`src/rtl/neighbor_mc_sync_fifo_pkg.sv`:
```
// Shared constants and helpers for the multi-channel neighbor FIFO.
// Optional overflow flag: define NBR_FIFO_OVF_ERR_EN to enable ovf_err.
package nbr_fifo_pkg;

    localparam int NBR_NUM_CH = 4;
    localparam int NBR_DATA_W = 64;
    localparam int NBR_DEPTH  = 8;

    // Payload width expected by the Neighbor_info2Neighbor_FIFO consumer
    localparam int NBR_INFO_W = 64;

    // Index width that never collapses to zero bits (a single channel still needs 1 bit)
    function automatic int nbr_w(input int n);
        return (n <= 2) ? 1 : $clog2(n);
    endfunction

endpackage

```
`src/rtl/neighbor_mc_sync_fifo_if.sv`:
```
// Bus bundle for neighbor_mc_sync_fifo: per-channel write ports, shared
// read port, occupancy status. ovf_err exists only with NBR_FIFO_OVF_ERR_EN.
interface neighbor_mc_sync_fifo_if
    import nbr_fifo_pkg::*;
#(
    parameter int NUM_CH = NBR_NUM_CH,
    parameter int DATA_W = NBR_DATA_W,
    parameter int DEPTH  = NBR_DEPTH
);
    localparam int CW  = $clog2(DEPTH) + 1;
    localparam int CHW = nbr_w(NUM_CH);

    logic                           flush;
    logic [NUM_CH-1:0]              wr_valid;
    logic [NUM_CH-1:0][DATA_W-1:0]  wr_data;
    logic [NUM_CH-1:0]              wr_ready;
    logic                           rd_valid;
    logic                           rd_ready;
    logic [DATA_W-1:0]              rd_data;
    logic [CHW-1:0]                 rd_ch;
    logic [NUM_CH-1:0][CW-1:0]      count;
    logic [NUM_CH-1:0]              empty;
    logic [NUM_CH-1:0]              almost_full;
`ifdef NBR_FIFO_OVF_ERR_EN
    logic [NUM_CH-1:0]              ovf_err;

    modport slave (
        input  flush, wr_valid, wr_data, rd_ready,
        output wr_ready, rd_valid, rd_data, rd_ch, count, empty, almost_full, ovf_err
    );
    modport master (
        output flush, wr_valid, wr_data, rd_ready,
        input  wr_ready, rd_valid, rd_data, rd_ch, count, empty, almost_full, ovf_err
    );
`else
    modport slave (
        input  flush, wr_valid, wr_data, rd_ready,
        output wr_ready, rd_valid, rd_data, rd_ch, count, empty, almost_full
    );
    modport master (
        output flush, wr_valid, wr_data, rd_ready,
        input  wr_ready, rd_valid, rd_data, rd_ch, count, empty, almost_full
    );
`endif

endinterface

```
`src/rtl/neighbor_mc_sync_fifo_arb.sv`:
```
// Combinational rotate-priority arbiter: first requester after 'last', wrapping.
module nbr_rr_arbiter
    import nbr_fifo_pkg::*;
#(
    parameter int NUM_CH = NBR_NUM_CH,
    localparam int CHW   = nbr_w(NUM_CH)
) (
    input  logic [NUM_CH-1:0] req,
    input  logic [CHW-1:0]    last,
    output logic              gnt_valid,
    output logic [CHW-1:0]    gnt_idx
);

    int idx;

    // Walk from the farthest candidate to the nearest so the nearest requester wins
    always_comb begin
        gnt_valid = 1'b0;
        gnt_idx   = '0;
        idx       = 0;
        for (int i = NUM_CH; i >= 1; i--) begin
            idx = (int'(last) + i) % NUM_CH;
            if (req[idx[CHW-1:0]]) begin
                gnt_valid = 1'b1;
                gnt_idx   = idx[CHW-1:0];
            end
        end
    end

endmodule

```
`src/rtl/neighbor_mc_sync_fifo.sv`:
```
// NUM_CH independent circular FIFOs drained through one registered,
// round-robin arbitrated read port. Build option NBR_FIFO_OVF_ERR_EN adds
// sticky per-channel overflow flags.
module neighbor_mc_sync_fifo
    import nbr_fifo_pkg::*;
#(
    parameter int NUM_CH    = NBR_NUM_CH,
    parameter int DATA_W    = NBR_DATA_W,
    parameter int DEPTH     = NBR_DEPTH,
    parameter int AF_THRESH = DEPTH - 2
) (
    input  logic                      wclk,
    input  logic                      rst_n,
    neighbor_mc_sync_fifo_if.slave    fifo_if
);

    localparam int AW  = $clog2(DEPTH);
    localparam int CW  = AW + 1;
    localparam int CHW = nbr_w(NUM_CH);
    localparam logic [CHW-1:0] RR_INIT = CHW'(NUM_CH - 1);

    logic [DATA_W-1:0]          mem_q [NUM_CH][DEPTH];
    logic [NUM_CH-1:0][CW-1:0]  wr_ptr, rd_ptr, cnt;
    logic [NUM_CH-1:0]          full, empty, wr_en, pop;

    logic                       rd_valid_q;
    logic [DATA_W-1:0]          rd_data_q;
    logic [CHW-1:0]             rd_ch_q, rr_last_q;
    logic                       load, gnt_valid;
    logic [CHW-1:0]             gnt_idx;

    // Output slot can take a new word when empty or being consumed this cycle
    assign load = ~rd_valid_q | fifo_if.rd_ready;

    nbr_rr_arbiter #(.NUM_CH(NUM_CH)) u_arb (
        .req       (~empty),
        .last      (rr_last_q),
        .gnt_valid (gnt_valid),
        .gnt_idx   (gnt_idx)
    );

    for (genvar c = 0; c < NUM_CH; c++) begin : g_ch
        logic [CW-1:0] wr_ptr_q, wr_ptr_d, rd_ptr_q, rd_ptr_d;

        // Full/empty come from registered pointers only, so a same-cycle pop
        // never frees room for a write and a fresh write is never popped at once
        assign full[c]  = (wr_ptr_q[AW-1:0] == rd_ptr_q[AW-1:0]) && (wr_ptr_q[AW] != rd_ptr_q[AW]);
        assign empty[c] = (wr_ptr_q == rd_ptr_q);
        assign wr_en[c] = fifo_if.wr_valid[c] & ~full[c] & ~fifo_if.flush;
        assign pop[c]   = load & gnt_valid & (gnt_idx == CHW'(c)) & ~fifo_if.flush;
        assign cnt[c]   = wr_ptr_q - rd_ptr_q;

        assign wr_ptr_d = fifo_if.flush ? '0 : wr_ptr_q + CW'(wr_en[c]);
        assign rd_ptr_d = fifo_if.flush ? '0 : rd_ptr_q + CW'(pop[c]);

        assign wr_ptr[c] = wr_ptr_q;
        assign rd_ptr[c] = rd_ptr_q;

        // Per-channel pointer registers (wrap bit in the MSB)
        always_ff @(posedge wclk or negedge rst_n) begin
            if (!rst_n) begin
                wr_ptr_q <= '0;
                rd_ptr_q <= '0;
            end else begin
                wr_ptr_q <= wr_ptr_d;
                rd_ptr_q <= rd_ptr_d;
            end
        end
    end

    // Payload storage; contents are meaningless while pointers say empty
    always_ff @(posedge wclk) begin
        for (int c = 0; c < NUM_CH; c++) begin
            if (wr_en[c]) mem_q[c][wr_ptr[c][AW-1:0]] <= fifo_if.wr_data[c];
        end
    end

    // Registered read port with round-robin pointer; flush keeps the last payload
    always_ff @(posedge wclk or negedge rst_n) begin
        if (!rst_n) begin
            rd_valid_q <= 1'b0;
            rd_data_q  <= '0;
            rd_ch_q    <= '0;
            rr_last_q  <= RR_INIT;
        end else if (fifo_if.flush) begin
            rd_valid_q <= 1'b0;
            rr_last_q  <= RR_INIT;
        end else if (load) begin
            if (gnt_valid) begin
                rd_valid_q <= 1'b1;
                rd_data_q  <= mem_q[gnt_idx][rd_ptr[gnt_idx][AW-1:0]];
                rd_ch_q    <= gnt_idx;
                rr_last_q  <= gnt_idx;
            end else begin
                rd_valid_q <= 1'b0;
            end
        end
    end

`ifdef NBR_FIFO_OVF_ERR_EN
    logic [NUM_CH-1:0] ovf_err_q;

    // Sticky record of any write attempt into a full channel
    always_ff @(posedge wclk or negedge rst_n) begin
        if (!rst_n)             ovf_err_q <= '0;
        else if (fifo_if.flush) ovf_err_q <= '0;
        else                    ovf_err_q <= ovf_err_q | (fifo_if.wr_valid & full);
    end

    assign fifo_if.ovf_err = ovf_err_q;
`endif

    assign fifo_if.wr_ready = ~full;
    assign fifo_if.rd_valid = rd_valid_q;
    assign fifo_if.rd_data  = rd_data_q;
    assign fifo_if.rd_ch    = rd_ch_q;
    assign fifo_if.count    = cnt;
    assign fifo_if.empty    = empty;

    for (genvar c = 0; c < NUM_CH; c++) begin : g_af
        assign fifo_if.almost_full[c] = (cnt[c] >= CW'(AF_THRESH));
    end

endmodule

```
`src/flat_wrapper.sv`:
```
// flat-port wrapper written by rule: the top's interface ports become plain ports
module neighbor_mc_sync_fifo_flat import nbr_fifo_pkg::*;
#(
    parameter int NUM_CH    = NBR_NUM_CH,
    parameter int DATA_W    = NBR_DATA_W,
    parameter int DEPTH     = NBR_DEPTH,
    parameter int AF_THRESH = DEPTH - 2
)
  (wclk, rst_n, fifo_if_flush, fifo_if_wr_valid, fifo_if_wr_data, fifo_if_rd_ready, fifo_if_wr_ready, fifo_if_rd_valid, fifo_if_rd_data, fifo_if_rd_ch, fifo_if_count, fifo_if_empty, fifo_if_almost_full);
  neighbor_mc_sync_fifo_if #(.NUM_CH(NUM_CH), .DATA_W(DATA_W), .DEPTH(DEPTH)) fifo_if_i ();
  input  logic wclk;
  input  logic rst_n;
  input wire logic [$bits(fifo_if_i.flush)-1:0] fifo_if_flush;
  input wire logic [$bits(fifo_if_i.wr_valid)-1:0] fifo_if_wr_valid;
  input wire logic [$bits(fifo_if_i.wr_data)-1:0] fifo_if_wr_data;
  input wire logic [$bits(fifo_if_i.rd_ready)-1:0] fifo_if_rd_ready;
  output wire logic [$bits(fifo_if_i.wr_ready)-1:0] fifo_if_wr_ready;
  output wire logic [$bits(fifo_if_i.rd_valid)-1:0] fifo_if_rd_valid;
  output wire logic [$bits(fifo_if_i.rd_data)-1:0] fifo_if_rd_data;
  output wire logic [$bits(fifo_if_i.rd_ch)-1:0] fifo_if_rd_ch;
  output wire logic [$bits(fifo_if_i.count)-1:0] fifo_if_count;
  output wire logic [$bits(fifo_if_i.empty)-1:0] fifo_if_empty;
  output wire logic [$bits(fifo_if_i.almost_full)-1:0] fifo_if_almost_full;
  assign fifo_if_i.flush = fifo_if_flush;
  assign fifo_if_i.wr_valid = fifo_if_wr_valid;
  assign fifo_if_i.wr_data = fifo_if_wr_data;
  assign fifo_if_i.rd_ready = fifo_if_rd_ready;
  assign fifo_if_wr_ready = fifo_if_i.wr_ready;
  assign fifo_if_rd_valid = fifo_if_i.rd_valid;
  assign fifo_if_rd_data = fifo_if_i.rd_data;
  assign fifo_if_rd_ch = fifo_if_i.rd_ch;
  assign fifo_if_count = fifo_if_i.count;
  assign fifo_if_empty = fifo_if_i.empty;
  assign fifo_if_almost_full = fifo_if_i.almost_full;
  neighbor_mc_sync_fifo #(.NUM_CH(NUM_CH), .DATA_W(DATA_W), .DEPTH(DEPTH), .AF_THRESH(AF_THRESH)) u_core (.wclk(wclk), .rst_n(rst_n), .fifo_if(fifo_if_i));
endmodule
```
`config.mk`:
```
export PLATFORM = sky130hd
export DESIGN_NAME = neighbor_mc_sync_fifo_flat
export DESIGN_NICKNAME = d
export VERILOG_FILES = /design/src/rtl/neighbor_mc_sync_fifo_pkg.sv /design/src/rtl/neighbor_mc_sync_fifo_if.sv /design/src/rtl/neighbor_mc_sync_fifo_arb.sv /design/src/rtl/neighbor_mc_sync_fifo.sv /design/src/flat_wrapper.sv
export SDC_FILE = /design/constraint.sdc
export NUM_CORES = 2
export LEC_CHECK = 0
export CORE_ASPECT_RATIO = 1.4
export CORE_MARGIN = 3
export CORE_UTILIZATION = 27
export DETAILED_ROUTE_END_ITERATION = 6
export GPL_TIMING_DRIVEN = 0
export PLACE_DENSITY_LB_ADDON = 0.25
export SETUP_SLACK_MARGIN = 0.5
export SLEW_MARGIN = 20
export SYNTH_ARGS = -nofsm -noshare
export SYNTH_HDL_FRONTEND = slang
export SYNTH_HIERARCHICAL = 1
export SYNTH_SLANG_ARGS = --single-unit
```
`constraint.sdc`:
```
create_clock -name wclk -period 7.7 [get_ports wclk]
set_input_delay 1.155 -clock wclk [delete_from_list [all_inputs] [get_ports wclk]]
set_output_delay 1.155 -clock wclk [all_outputs]
set_load 0.05 [all_outputs]
```
==> results.yml <==
cts:
  cts_buffers: 201
  cts_root_buf: "clkbuf_16"
  post_cts_resized: 0
  cts_setup_buffers: 0
  cts_buffer_depth: 4
  h-tree-depth: 4
  clock-sinks: 2149
  cts_hold_buffers: 0
  cts_tree: "yes"
  clkTransAtPathRegs_ps: 70
  clk_latency_ps: 870
flow_run:
  drv_cap: 0
drt:
  drt_iter0_markers: 4161
  firstDrtPassIters: 5
  drtAntennaViolNets: 0
  routed_via_density: 4.99
  routed-via-count: 43132
  drc: 0
  wire_per_inst_microns: 35.9
  totalWireLength_microns: 310000
floorplanning:
  io_pins: 359
  row_count: 240
  dieWidth_microns: 476
  start_util_pct: 27.2
  die_h_microns: 664
  die-area_sq_mm: 0.316
  core_area_sq_mm: 0.306
worst_hold_path:
  hp-class: "input pin to asynchronous set/reset pin"
yosys:
  syn_avg_cell_area_sq_um: 23.0
  ys_top_cells_by_area: "edfxtp_1, mux4_2, dfrtp_1"
  ys_types: 43
  netlist_instances: 3633
  synth.top_cell.area_share_pct: 73.7
  syn_area_sq_mm: 0.0834
  yosysTopAreaCell: "edfxtp_1"
  syn_nets: 3929
  synth-edff-count: 2048
  synth_ff_type: "edfxtp_1"
  yosys_warnings: 6
  synth-seq-cells: 2149
  async_flop_share_pct: 4.70
  synth_seq_area_share_pct: 76.8
final_layout:
  synthToLayoutAreaGrowth_pct: 23.0
  nets: 4745
  drive_above_1_share_pct: 31.0
  nFillCells: 28792
power:
  worst_ir_drop_vdd_uv: 301
  clockPowerShare_pct: 25.6
  intPower_mw: 24.8
  power_mw: 37.8
  p_per_area_mw_per_mm2: 368
  p_switching_mw: 12.9
  power.share.switching_pct: 34.2
  leakage_nw: 32.4
  pwr-share-comb_pct: 39.0
  pwr-share-seq_pct: 35.4
worst_setup_path:
  critical_path_class: "flop to flop"
  worstReg2RegEnd: "u_core/g_ch[0].rd_ptr_q[1]"
  cp.arrival_ps: 5560
  endpoint_kind: "flop"
  rr_worst_depth: 12
  required_ps: 8390
  timing.rr.start: "u_core/g_ch[1].wr_ptr_q[2]"
  startpoint_type: "flop"
  cp_max_fo: 10
  ff2ff_setup_slack_ps: 2830
placement:
  io_buffer_count: 358
  hpwlAfterDp_microns: 220000
  place_congestion: 0.744
sta:
  tightest_slew_ps: 1250
  hold_viol_final: 0
  rsz0062_at_grt: "false"
  max_freq_mhz: 205
  finalClockSkew_ps: 69.5
  period_share_pct: 63.3
  maxSlewViolCount: 0
  fin_crit_ps: 4870
  setup_viol: 0
  slew_headroom_pct: 16.7
  fin_tns_setup_ps: 0
grt:
  grt_max_degree: 53
  grt_pass1_wl_microns: 412000
  grt-ovfl-total: 0
  grt_pass1_vias: 45362
  grt_util_all_layers_pct: 19.4
  antenna_found_initial: 121
status:
  status: "completed"
[placed cells by master, fill, tap and decap left out, types with 37 or more instances in the layout]
master and count:
mux2_4 61, mux2_2 58, o22ai_2 40, a22o_1 64, buf_2 70, clkdlybuf4s50_1 357
clkinv_2 37, buf_4 113, buf_6 50, edfxtp_1 2048, dfrtp_1 99, buf_16 53
o31ai_2 40, nand2_1 91, buf_12 75, clkbuf_1 106, clkbuf_16 203, diode_2 43
mux2i_1 129, mux4_2 515
[registers in the layout, indices dropped and copies added (netlist names)]
register	count
u_core/g_ch.rd_ptr_q	16
u_core/fifo_if.rd_valid	1
u_core/fifo_if.rd_ch	2
u_core/mem_q	2048
u_core/rr_last_q	2
u_core/g_ch.wr_ptr_q	16
u_core/fifo_if.rd_data	64
[cell usage after synthesis, types with 21 or more instances]
cell,n
edfxtp_1,2048
clkbuf_1,80
mux2_4,61
dfrtp_1,99
a22o_1,64
mux2_2,58
nor2b_1,21
buf_2,70
ha_1,28
o22ai_2,40
nand2_1,92
mux4_2,515
buf_4,23
o31ai_1,24
mux2i_1,129
o31ai_2,40
o22ai_1,24
nor2_1,48
inv_1,33
[worst max-delay path: stages, from the launching register on]
cell,delay (ps)
dfrtp_1,510
ha_1,410
nand3_1,100
or2_2,350
nor2_1,110
nand2_1,120
nand3b_1,750
clkbuf_2,700
clkbuf_1,900
nor3_1,100
ha_1,250
ha_1,260
nor2b_1,120
[layer usage]
layer | wire, microns | global-route usage, % | vias up
met5 | 388 | 0 | -
met1 | 115000 | 22.9 | 23876
met4 | 11800 | 7.21 | 60
met2 | 163000 | 34.4 | 1663
met3 | 19800 | 3.95 | 555
li1 | - | - | 16978
[power by group through the flow]
stage / registers [mW] / logic, mW / clock network, mW
final: 13.4 / 14.7 / 9.66
after global routing: 13.4 / 15.4 / 10.3
after CTS: 13.4 / 15.0 / 9.87
after detailed placement: 13.6 / 15.0 / 0
after global placement: 13.7 / 14.8 / 0
after floorplan: 14.1 / 9.07 / 0
[cell type report]
type	count	area (sq um)	share of cell area [%]
diodes	43	108	0.105
inverters	33	124	0.121
multi-input cells	1259	18500	18.0
clock inverters	83	658	0.642
repair buffers	613	7650	7.46
plain buffers	192	1050	1.03
well taps	3993	5000	4.87
clock buffers	275	5500	5.36
flip-flops and latches	2149	64000	62.4
[cells by family (layout without fill, tap and decap cells)]
| family | after synthesis | after routing | synth area share, % |
|---|---|---|---|
| adder cells (fa/ha/maj) | 32 | 32 | 0.516 |
| AO/OA/AOI/OAI | 216 | 216 | 2.46 |
| multiplexers | 772 | 772 | 17.5 |
| buffers and inverters | 225 | 1196 | 1.37 |
| AND/OR/NAND/NOR | 215 | 215 | 1.17 |
| other | 0 | 43 | 0 |
| flip-flops | 2149 | 2149 | 76.8 |
| XOR/XNOR | 24 | 24 | 0.252 |
[through the flow]
step | area, sq um | instances | hold slack, ps | setup slack [ps] | util [%]
floorplan | 83400 | 3633 | 523 | 922 | -
global placement | 92000 | 7984 | 464 | -10580 | 30.0
detailed placement | 96300 | 8238 | 474 | 2670 | 31.4
CTS | 102000 | 8596 | 233 | 2830 | 33.4
global route | 103000 | 8620 | 257 | 2760 | 33.5
finish | 103000 | 8640 | 255 | 2830 | 33.5
[worst max path at each step]
| stage | start | slack [ps] | endpoint | depth (start not counted) |
|---|---|---|---|---|
| 2_1_floorplan | fifo_if_flush | 920 | u_core/mem_q[3][384] | 5 |
| 3_3_place_gp | fifo_if_flush | -10580 | u_core/mem_q[3][403] | 6 |
| 3_5_place_dp | fifo_if_flush | 2670 | u_core/mem_q[3][402] | 12 |
| 4_1_cts | u_core/g_ch[2].wr_ptr_q[1] | 2830 | u_core/fifo_if.rd_data[1] | 12 |
| 5_1_grt | u_core/g_ch[1].wr_ptr_q[2] | 2760 | u_core/g_ch[0].rd_ptr_q[1] | 12 |
| 6_report | u_core/g_ch[1].wr_ptr_q[2] | 2830 | u_core/g_ch[0].rd_ptr_q[1] | 12 |
Note: power is estimated with default switching activity, not from simulation.
